[config.mk]
export PLATFORM = sky130hd
export DESIGN_NAME = control_unit_flat
export DESIGN_NICKNAME = d
export VERILOG_FILES = /design/src/rtl/control_unit_pkg.sv /design/src/rtl/control_unit_if.sv /design/src/rtl/control_unit_decode.sv /design/src/rtl/control_unit.sv /design/src/flat_wrapper.sv
export SDC_FILE = /design/constraint.sdc
export NUM_CORES = 1
export LEC_CHECK = 0
export BUFFER_PORTS_ARGS = -buffer_cell sky130_fd_sc_hd__clkbuf_2
export CORE_UTILIZATION = 47
export CTS_BUF_LIST = sky130_fd_sc_hd__clkbuf_4 sky130_fd_sc_hd__clkbuf_8
export DETAILED_ROUTE_END_ITERATION = 8
export PLACE_DENSITY = 0.94
export SLEW_MARGIN = 20
export SYNTH_ARGS = -nofsm -noshare
export SYNTH_HDL_FRONTEND = slang
export SYNTH_SLANG_ARGS = --single-unit
[constraint.sdc]
create_clock -name clock -period 3.4 [get_ports clock]
set_input_delay 0 -clock clock [delete_from_list [all_inputs] [get_ports clock]]
set_output_delay 0 -clock clock [all_outputs]
set_load 0.01 [all_outputs]
[src/rtl/control_unit_pkg.sv]
// Shared definitions for the control sequencer: opcodes, state encoding, strobe-bus layout
// and instruction classes. CTRL_STOP_EN adds the STOP state.
package control_unit_pkg;

  localparam int OPCODE_W = 5;
  typedef logic [OPCODE_W-1:0] opcode_t;

  localparam opcode_t OP_LD   = 5'b00000, OP_LDI  = 5'b00001, OP_ST   = 5'b00010;
  localparam opcode_t OP_ADD  = 5'b00011, OP_SUB  = 5'b00100, OP_AND  = 5'b00101;
  localparam opcode_t OP_OR   = 5'b00110, OP_SHR  = 5'b00111, OP_SHRA = 5'b01000;
  localparam opcode_t OP_SHL  = 5'b01001, OP_ROR  = 5'b01010, OP_ROL  = 5'b01011;
  localparam opcode_t OP_ADDI = 5'b01100, OP_ANDI = 5'b01101, OP_ORI  = 5'b01110;
  localparam opcode_t OP_MUL  = 5'b01111, OP_DIV  = 5'b10000, OP_NEG  = 5'b10001;
  localparam opcode_t OP_NOT  = 5'b10010, OP_BR   = 5'b10011, OP_JR   = 5'b10100;
  localparam opcode_t OP_IN   = 5'b10110, OP_OUT  = 5'b10111, OP_MFHI = 5'b11000;
  localparam opcode_t OP_MFLO = 5'b11001, OP_NOP  = 5'b11010;
  localparam opcode_t HALT_OP_DEFAULT = 5'b11011;

  typedef enum logic [3:0] {
    S_IDLE, S_T0, S_T1, S_T2, S_T3, S_T4, S_T5, S_T6, S_T7, S_HALT
`ifdef CTRL_STOP_EN
    , S_STOP
`endif
  } state_t;

  // Field order is the bit map of the strobe vector (HIin is the MSB).
  typedef struct packed {
    logic HIin, LOin, HIout, LOout, Zhighin, Zlowin, Zhighout, Zlowout;
    logic PCin, PCout, MDRin, MDRout, MARin, MDMuxread, RAMread, RAMwrite, IRin, Yin;
    logic InPortout, OutPortin, CSEout, CONin, Gra, Grb, Grc, Rin, Rout, BAout, IncPC;
    logic ADD, SUB, MUL, DIV, AND, OR, SHR, SHRA, SHL, ROR, ROL, NEG, NOT;
  } strobe_t;

  typedef enum logic [3:0] {
    C_RTYPE, C_IMM, C_LD, C_ST, C_MULDIV, C_NEGNOT, C_BR, C_SINGLE, C_NOP, C_HALT
  } iclass_t;

  function automatic iclass_t instr_class(input opcode_t op, input opcode_t halt_op);
    iclass_t c;
    case (op)
      OP_ADD, OP_SUB, OP_AND, OP_OR, OP_SHR,
      OP_SHRA, OP_SHL, OP_ROR, OP_ROL:            c = C_RTYPE;
      OP_LDI, OP_ADDI, OP_ANDI, OP_ORI:           c = C_IMM;
      OP_LD:                                      c = C_LD;
      OP_ST:                                      c = C_ST;
      OP_MUL, OP_DIV:                             c = C_MULDIV;
      OP_NEG, OP_NOT:                             c = C_NEGNOT;
      OP_BR:                                      c = C_BR;
      OP_JR, OP_IN, OP_OUT, OP_MFHI, OP_MFLO:     c = C_SINGLE;
      default:                                    c = C_NOP;
    endcase
    if (op == halt_op) c = C_HALT;
    return c;
  endfunction

endpackage

[src/rtl/control_unit_if.sv]
// Control bus between the sequencer and the Datapath.
interface control_unit_if ();
  import control_unit_pkg::*;

  // Level signalling, no handshake: every strobe is valid for the whole clock of the
  // state that drives it; IR and ConFFQ are sampled combinationally by the sequencer.
  logic [31:0] IR;
  logic        ConFFQ;
  logic        run;
  strobe_t     strb;

  modport master (input IR, input ConFFQ, output run, output strb);
  modport slave  (output IR, output ConFFQ, input run, input strb);
endinterface

[src/rtl/control_unit_decode.sv]
// Output decode of the sequencer: {state, opcode, ConFFQ} -> strobe vector and run.
module control_decode
  import control_unit_pkg::*;
#(
  parameter opcode_t HALT_OP = HALT_OP_DEFAULT
) (
  input  state_t  i_state,
  input  opcode_t i_opcode,
  input  logic    i_con,
  output strobe_t o_strb,
  output logic    o_run
);

  iclass_t w_class;
  assign w_class = instr_class(i_opcode, HALT_OP);
  assign o_run   = i_state inside {S_T0, S_T1, S_T2, S_T3, S_T4, S_T5, S_T6, S_T7};

  always_comb begin
    o_strb = '0;
    case (i_state)
      S_T0: begin o_strb.PCout = 1'b1; o_strb.MARin = 1'b1; o_strb.IncPC = 1'b1; o_strb.Zlowin = 1'b1; end
      S_T1: begin
        o_strb.Zlowout = 1'b1; o_strb.PCin = 1'b1; o_strb.MDMuxread = 1'b1;
        o_strb.RAMread = 1'b1; o_strb.MDRin = 1'b1;
      end
      S_T2: begin o_strb.MDRout = 1'b1; o_strb.IRin = 1'b1; end
      S_T3: begin
        case (w_class)
          C_RTYPE:    begin o_strb.Grb = 1'b1; o_strb.Rout = 1'b1; o_strb.Yin = 1'b1; end
          C_IMM: begin
            o_strb.Grb = 1'b1; o_strb.Yin = 1'b1;
            if (i_opcode == OP_LDI) o_strb.BAout = 1'b1;
            else                    o_strb.Rout  = 1'b1;
          end
          C_LD, C_ST: begin o_strb.Grb = 1'b1; o_strb.BAout = 1'b1; o_strb.Yin = 1'b1; end
          C_MULDIV:   begin o_strb.Gra = 1'b1; o_strb.Rout = 1'b1; o_strb.Yin = 1'b1; end
          C_NEGNOT: begin
            o_strb.Grb = 1'b1; o_strb.Rout = 1'b1; o_strb.Zlowin = 1'b1;
            o_strb.NEG = (i_opcode == OP_NEG); o_strb.NOT = (i_opcode == OP_NOT);
          end
          C_BR:       begin o_strb.Gra = 1'b1; o_strb.Rout = 1'b1; o_strb.CONin = 1'b1; end
          C_SINGLE: begin
            case (i_opcode)
              OP_JR:   begin o_strb.Gra = 1'b1; o_strb.Rout = 1'b1; o_strb.PCin = 1'b1; end
              OP_IN:   begin o_strb.InPortout = 1'b1; o_strb.Gra = 1'b1; o_strb.Rin = 1'b1; end
              OP_OUT:  begin o_strb.Gra = 1'b1; o_strb.Rout = 1'b1; o_strb.OutPortin = 1'b1; end
              OP_MFHI: begin o_strb.HIout = 1'b1; o_strb.Gra = 1'b1; o_strb.Rin = 1'b1; end
              default: begin o_strb.LOout = 1'b1; o_strb.Gra = 1'b1; o_strb.Rin = 1'b1; end
            endcase
          end
          default: ;
        endcase
      end
      S_T4: begin
        case (w_class)
          C_RTYPE: begin
            o_strb.Grc = 1'b1; o_strb.Rout = 1'b1; o_strb.Zlowin = 1'b1;
            case (i_opcode)
              OP_ADD:  o_strb.ADD  = 1'b1;
              OP_SUB:  o_strb.SUB  = 1'b1;
              OP_AND:  o_strb.AND  = 1'b1;
              OP_OR:   o_strb.OR   = 1'b1;
              OP_SHR:  o_strb.SHR  = 1'b1;
              OP_SHRA: o_strb.SHRA = 1'b1;
              OP_SHL:  o_strb.SHL  = 1'b1;
              OP_ROR:  o_strb.ROR  = 1'b1;
              default: o_strb.ROL  = 1'b1;
            endcase
          end
          // ldi shares addi's adder path: base + sign-extended constant.
          C_IMM: begin
            o_strb.CSEout = 1'b1; o_strb.Zlowin = 1'b1;
            o_strb.AND = (i_opcode == OP_ANDI);
            o_strb.OR  = (i_opcode == OP_ORI);
            o_strb.ADD = (i_opcode == OP_ADDI) || (i_opcode == OP_LDI);
          end
          C_LD, C_ST: begin o_strb.CSEout = 1'b1; o_strb.ADD = 1'b1; o_strb.Zlowin = 1'b1; end
          C_MULDIV: begin
            o_strb.Grb = 1'b1; o_strb.Rout = 1'b1; o_strb.Zhighin = 1'b1; o_strb.Zlowin = 1'b1;
            o_strb.MUL = (i_opcode == OP_MUL); o_strb.DIV = (i_opcode == OP_DIV);
          end
          C_NEGNOT: begin o_strb.Zlowout = 1'b1; o_strb.Gra = 1'b1; o_strb.Rin = 1'b1; end
          C_BR:     begin o_strb.PCout = 1'b1; o_strb.Yin = 1'b1; end
          default: ;
        endcase
      end
      S_T5: begin
        case (w_class)
          C_RTYPE, C_IMM: begin o_strb.Zlowout = 1'b1; o_strb.Gra = 1'b1; o_strb.Rin = 1'b1; end
          C_LD, C_ST:     begin o_strb.Zlowout = 1'b1; o_strb.MARin = 1'b1; end
          C_MULDIV:       begin o_strb.Zlowout = 1'b1; o_strb.LOin = 1'b1; end
          C_BR:           begin o_strb.CSEout = 1'b1; o_strb.ADD = 1'b1; o_strb.Zlowin = 1'b1; end
          default: ;
        endcase
      end
      S_T6: begin
        case (w_class)
          C_LD:     begin o_strb.MDMuxread = 1'b1; o_strb.RAMread = 1'b1; o_strb.MDRin = 1'b1; end
          C_ST:     begin o_strb.Gra = 1'b1; o_strb.Rout = 1'b1; o_strb.MDRin = 1'b1; end
          C_MULDIV: begin o_strb.Zhighout = 1'b1; o_strb.HIin = 1'b1; end
          C_BR:     begin o_strb.Zlowout = i_con; o_strb.PCin = i_con; end
          default: ;
        endcase
      end
      S_T7: begin
        if (w_class == C_LD) begin
          o_strb.MDRout = 1'b1; o_strb.Gra = 1'b1; o_strb.Rin = 1'b1;
        end else if (w_class == C_ST) begin
          o_strb.RAMwrite = 1'b1;
        end
      end
      default: ;
    endcase
  end

endmodule

[src/rtl/control_unit.sv]
// Hardwired Moore sequencer for the Datapath control bus: state register and next-state
// logic; strobes come from control_decode. CTRL_STOP_EN adds the stop input and STOP state.
module control_unit
  import control_unit_pkg::*;
#(
  parameter opcode_t HALT_OP = HALT_OP_DEFAULT
) (
  input  logic clock,
  input  logic clear,
`ifdef CTRL_STOP_EN
  input  logic stop,
`endif
  control_unit_if.master ctrl,
  output state_t o_state
);

  state_t  r_state;
  state_t  w_next_state;
  state_t  w_t0_entry;
  opcode_t w_opcode;
  iclass_t w_class;
  logic    w_unused_ir;

  assign w_opcode    = ctrl.IR[31 -: OPCODE_W];
  assign w_unused_ir = ^ctrl.IR[31-OPCODE_W:0];
  assign w_class     = instr_class(w_opcode, HALT_OP);
  assign o_state     = r_state;

  // Every path back to T0 goes through here, so an in-flight instruction always finishes.
`ifdef CTRL_STOP_EN
  assign w_t0_entry = stop ? S_STOP : S_T0;
`else
  assign w_t0_entry = S_T0;
`endif

  always_ff @(posedge clock or negedge clear) begin
    if (!clear) r_state <= S_IDLE;
    else        r_state <= w_next_state;
  end

  always_comb begin
    w_next_state = r_state;
    case (r_state)
      S_IDLE: w_next_state = w_t0_entry;
      S_T0:   w_next_state = S_T1;
      S_T1:   w_next_state = S_T2;
      S_T2: begin
        if (w_class == C_HALT)     w_next_state = S_HALT;
        else if (w_class == C_NOP) w_next_state = w_t0_entry;
        else                       w_next_state = S_T3;
      end
      S_T3:   w_next_state = (w_class == C_SINGLE) ? w_t0_entry : S_T4;
      S_T4:   w_next_state = (w_class == C_NEGNOT) ? w_t0_entry : S_T5;
      S_T5:   w_next_state = (w_class inside {C_RTYPE, C_IMM}) ? w_t0_entry : S_T6;
      S_T6:   w_next_state = (w_class inside {C_LD, C_ST}) ? S_T7 : w_t0_entry;
      S_T7:   w_next_state = w_t0_entry;
      S_HALT: w_next_state = S_HALT;
`ifdef CTRL_STOP_EN
      S_STOP: w_next_state = stop ? S_STOP : S_T0;
`endif
      default: w_next_state = S_IDLE;
    endcase
  end

  control_decode #(.HALT_OP(HALT_OP)) u_decode (
    .i_state  (r_state),
    .i_opcode (w_opcode),
    .i_con    (ctrl.ConFFQ),
    .o_strb   (ctrl.strb),
    .o_run    (ctrl.run)
  );

endmodule
[src/flat_wrapper.sv]
// flat-port wrapper written by rule: the top's interface ports become plain ports
module control_unit_flat import control_unit_pkg::*;
#(
  parameter opcode_t HALT_OP = HALT_OP_DEFAULT
)
  (clock, clear, o_state, ctrl_IR, ctrl_ConFFQ, ctrl_run, ctrl_strb);
  control_unit_if ctrl_i ();
  input  logic clock;
  input  logic clear;
  output state_t o_state;
  input wire logic [$bits(ctrl_i.IR)-1:0] ctrl_IR;
  input wire logic [$bits(ctrl_i.ConFFQ)-1:0] ctrl_ConFFQ;
  output wire logic [$bits(ctrl_i.run)-1:0] ctrl_run;
  output wire logic [$bits(ctrl_i.strb)-1:0] ctrl_strb;
  assign ctrl_i.IR = ctrl_IR;
  assign ctrl_i.ConFFQ = ctrl_ConFFQ;
  assign ctrl_run = ctrl_i.run;
  assign ctrl_strb = ctrl_i.strb;
  control_unit #(.HALT_OP(HALT_OP)) u_core (.clock(clock), .clear(clear), .ctrl(ctrl_i), .o_state(o_state));
endmodule
Word-level counts from Yosys, hierarchy flattened

Memory sizes are Yosys's and may differ from the RTL's.
Cells that the tools add are included.

Flip-flop bits (word level): 4
ROM bits: 256
Input bits: 35
Memories kept: 2

Memory list:

| memory           | words | bits a word | rd ports | clocked after Yosys merged registers in | write ports | RTL line               | text |
|---|---|---|---|---|---|---|---|
| (name not given) | 32    | 4           | 1        | 0                                       | 0           | control_unit_pkg.sv:40 | `case (op)` |
| (name not given) | 32    | 4           | 1        | 0                                       | 0           | control_unit_pkg.sv:40 |  |

Equality and inequality tests: 44
Muxes and demuxes: 83
Reduce and logical (&&, ||, !) cells: 19

Operator list:

| kind                                                 | count |
|---|---|
| 2-to-1 mux 1 bit                                     | 44 |
| equality test 4 x 3 -> 1 bit (second input constant) | 10 |
| equality test 5 bit (second input constant)          | 8 |
| case mux 4 bit (9 select lines)                      | 1 |
| equality test 5 x 4 -> 1 bit (second input constant) | 7 |
| equality test 4 x 2 -> 1 bit (second input constant) | 6 |
| equality test 5 x 3 -> 1 bit (second input constant) | 4 |
| 2-to-1 mux 2 bit                                     | 9 |
| case mux 1 bit (2 select lines)                      | 9 |
| equality test 4 bit (second input constant)          | 4 |
| 2-to-1 mux 4 bit                                     | 4 |
| equality test 4 x 1 -> 1 bit (second input constant) | 3 |
| zero test 4 bit                                      | 3 |
| 2-to-1 mux 3 bit                                     | 4 |
| case mux 1 bit (3 select lines)                      | 4 |
| case mux 1 bit (4 select lines)                      | 3 |
| 2-to-1 mux 10 bit                                    | 1 |
| OR reduction 2 bit                                   | 5 |
| OR reduction 5 bit                                   | 2 |
| case mux 2 bit (2 select lines)                      | 2 |
| nonzero test 8 bit                                   | 1 |
| OR reduction 4 bit                                   | 2 |
| OR reduction 8 bit                                   | 1 |
| OR reduction 3 bit                                   | 2 |
| other kinds (6)                                      | 7 |

Logic depth before layout (Yosys ltp)

Depth in word-level cells: 6
Depth in mapped cells: 9

Modules after synthesis

A second synthesis with hierarchy kept.

Cell total of the unflattened synthesis: 228
Area, all modules: 1609.0 µm²

By module, submodules not included:

| module         | instances | cells each | area an instance (µm²) | seq. area each (µm²) |
|---|---|---|---|---|
| control_decode | 1         | 160        | 1053.5                 | 0.0 |
| control_unit   | 1         | 68         | 555.5                  | 100.1 |

Worst setup path after synthesis

Ideal clock, no wire load.

Path type: reg-to-output
From: register u_core.r_state[3] (netlist: u_core.o_state[3])
To: output port ctrl_strb[11]
Arrival time: 1.940 ns
Path slack: 1.460 ns
Stages on the path, launching flop included: 8
Cell sequence: dfrtp_1 > and2b_1 > nor3b_2 > nand2_1 > or3_1 > buf_2 > inv_2 > and3_1

Longest elaborated chain between the ends: 2

Ends and longest elaborated chain:

| element                      | RTL line                  | text |
|---|---|---|
| start, declared              | control_unit.sv:17        | `state_t r_state;` |
| start signal, assigned       | control_unit.sv:38        | `else r_state <= w_next_state;` |
| equality test 4 x 3 -> 1 bit | control_unit_decode.sv:20 | `case (i_state)` |
| 2-to-1 mux 10 bit            | control_unit_decode.sv:20 |  |
| end, declared                | flat_wrapper.sv:14        | `output wire logic [$bits(ctrl_i.strb)-1:0] ctrl_strb;` |

Every way passes these cells.

Final worst setup path

Same ends and word-level chain as after synthesis.

==> impl_results.md <==
* NumNets Final at approximately 270
* Reg-to-Reg End: u_core.o_state[2]
* Commonest cells after routing, fill and taps aside: clkbuf_2, nor2_1, nand2_1
* Share of cells above drive strength 1 at about a third
* Switching share of power at 55.5%
* Endpoint class of the critical path: output port
* Syn Nets at 220
* Post-synth ARST share at between 90% and 100%
* Vias per std cell at between 6 and 7
* VDD IR-drop max at around 410 µV
* ANT cells at 0
* Vias in the first global route at 1313
* Grt total ovfl at 0
* Status: complete, no violations
* Total GRT Usage at 29.4%
* TritonRoute pass-1 iters at 5
* Synth-to-layout area growth at 20.5%
* RePlAce Congestion at ~1
* Comb pwr share at 73.7%
* Core area at 2480 µm²
* Die width at 53.2 µm
* Max reg flops at 4
* Class of the tightest hold or removal check: primary input to async pin
* Max-slew headroom at between 60 and 70%
* Clk pin slew, worst setup/hold paths at 40 ps
* Gr busiest metal: met2
* Syn Area/Cell at ~6.8 µm²
* Cell taking the most area after synthesis: dfrtp_1
* Dominant cells by area after synthesis: dfrtp_1, ha_1, nand2_1
* Critical Path Start Type: register
* Most used flip-flop cell after synthesis: dfrtp_1
* Worst r2r path cells at 4
* Endpoints failing setup at 0
* Dpl hpwl at 2900 µm
* Critical path class: register to output port
* Flop2flop setup slack at around 1700 ps
* Switching power at about 0.00036 W
* # DRC at 0
* Power Dens Cells at between 400 and 500 nW/µm²
* Max Clock Freq at ~390 MHz
* Data arrival, critical path at approximately 2600 ps
* Final slew viol count at 0
* Die footprint at between 2000 and 3000 µm²
* Hold Fails Final Rpt at 0
* Initial Util at 49.7%
* Met1 Use GR at between 40% and 50%
* Register area share after synthesis at 8.12%
* TritonCTS Buffers at 3
* Post-CTS Setup Inserts at 0
* Cell-internal power at approximately 0.00029 W
* Crit path max fanout at 8
* Hold_buf cts at 1
* Worst-Skew Late Latency at around 240 ps
* CTS tree: built
* H-tree depth at 1
* Setup TNS at 0 ps
* Sink Count at 4
* Number of max-cap violations at 0
* Final instance area at 1490 µm²
* Die H at about 53 µm
* Unique masters post-synth at 59
* Clock Tree Root: clkbuf_4
* Syn Inst Count at 180
* Unrepaired setup endpoints after global routing: no
* Cell area after synthesis at ~1200 µm²
* Placed Area at around 1500 µm²
* Antenna Nets Post-Route at 0
* Initial drt markers at 95
* Largest net degree at the start of global routing at 22
* Initial antenna violation count at 0
* Share of the synthesized area in the top cell type at under 10%
* Leakage power figure at between 0.7 and 0.8 nW
* First-pass GRT wire length at 6220 µm
* Synthesized flop and latch total at 4
* Post-synth EDFFs at 0
* Minimum clock period after layout at 2570 ps
* Clock skew at 3.32 ps
* Flop pwr share at roughly 17%
* # resized after CTS at 0
* Cell row count at 18
* Synth Warn # at 0
* GRT met3 Usage at 4.02%
* I/O pins at around 80
* Least-Margin Pin Slew at roughly 500 ps
* Worst R2R Start: u_core.o_state[3]
* WL final at about 4000 µm
* Via count at approximately 1600
* Port bufs at 54
* WL per Instance at 15.5 µm
* Power share of the clock group at between 9 and 10%
* Most common cell after layout, fill and taps aside: clkbuf_2
* CTS max path bufs at 2
* Tcrit/Tclk final at approximately 76%
* Critical Path RT at roughly 3400 ps
* Met2 global-route usage at between 40% and 50%
synth_stat cells, types with 2 or more instances:
library cell / count
nand2b_1: 4
o21ai_0: 8
o211ai_1: 2
buf_2: 10
buf_4: 2
a211oi_1: 4
nor2_1: 16
nor3_1: 9
o2111ai_1: 2
nor3b_1: 3
and3_1: 5
nand3b_1: 3
or3_1: 3
nand2_1: 16
inv_1: 8
nand3_1: 11
nor4_1: 3
and2_1: 3
o21ai_1: 2
nor4_2: 2
and4b_1: 2
nor2b_1: 2
clkbuf_1: 2
a21oi_1: 5
o221ai_1: 2
dfrtp_1: 4
nand4_1: 4
a21o_1: 2
a211o_1: 2
nor3b_2: 2
buf_6: 2
a31oi_1: 4
ha_1: 5
worst max-delay path, stage by stage, from the launching register on:
cell and delay, ps:
dfrtp_1 450, and2b_1 320, nor3b_2 470, nand2_1 210, or3_1 480, inv_2 100
and3_1 160, clkbuf_2 130
power by group through the flow:
stage	Sequential, W	Combinational (W)	Clock (W)
after global placement	0.000111	0.000468	0
after global routing	0.000118	0.000535	0.0000665
final	0.000113	0.000484	0.0000598
after CTS	0.000112	0.000477	0.0000605
after detailed placement	0.000112	0.000474	0
after floorplan	0.0000936	0.000342	0
per-stage QoR:
stage / setup WS, ps / std cells / hold WS, ps / total power (W) / utilization [%]
6_report: 825 / 253 / 151 / 0.000657 / 59.9
5_1_grt: 726 / 253 / 150 / 0.000720 / 59.9
4_1_cts: 882 / 253 / 103 / 0.000650 / 59.9
3_5_place_dp: 968 / 249 / -188 / 0.000586 / 58.6
3_3_place_gp: 994 / 249 / -194 / 0.000579 / 58.6
2_1_floorplan: 1460 / 180 / -296 / 0.000435 / -
cells by family after synthesis:
group | count (synthesis) | share of synthesized area [%]
AO/OA/AOI/OAI | 46 | 28.3
XOR/XNOR | 1 | 0.711
adder cells (fa/ha/maj) | 5 | 5.08
buffers and inverters | 25 | 10.5
flip-flops | 4 | 8.12
multiplexers | 1 | 0.812
AND/OR/NAND/NOR | 98 | 46.5
worst max path at each step:
stage	slack, ps	cells after the start	from	end
2_1_floorplan	1460	7	u_core.o_state[3]	ctrl_strb[11]
3_3_place_gp	990	9	ctrl_IR[27]	ctrl_strb[11]
3_5_place_dp	970	9	ctrl_IR[27]	ctrl_strb[11]
4_1_cts	880	7	u_core.o_state[3]	ctrl_strb[11]
5_1_grt	730	7	u_core.o_state[3]	ctrl_strb[11]
6_report	830	7	u_core.o_state[3]	ctrl_strb[11]
per-layer routing:
metal | vias up | wire [µm]
met5 | - | 0
met4 | 0 | 73
li1 | 768 | -
met1 | 728 | 1590
met2 | 118 | 1820
met3 | 12 | 439
layout make-up:
type | count | area [µm²]
well taps | 30 | 37.5
repair buffers | 56 | 288
inverters | 9 | 33.8
multi-input cells | 151 | 1000
clock buffers | 3 | 22.5
fillers | 230 | 992
flip-flops and latches | 4 | 100
Power figures use the tool's default switching activity.
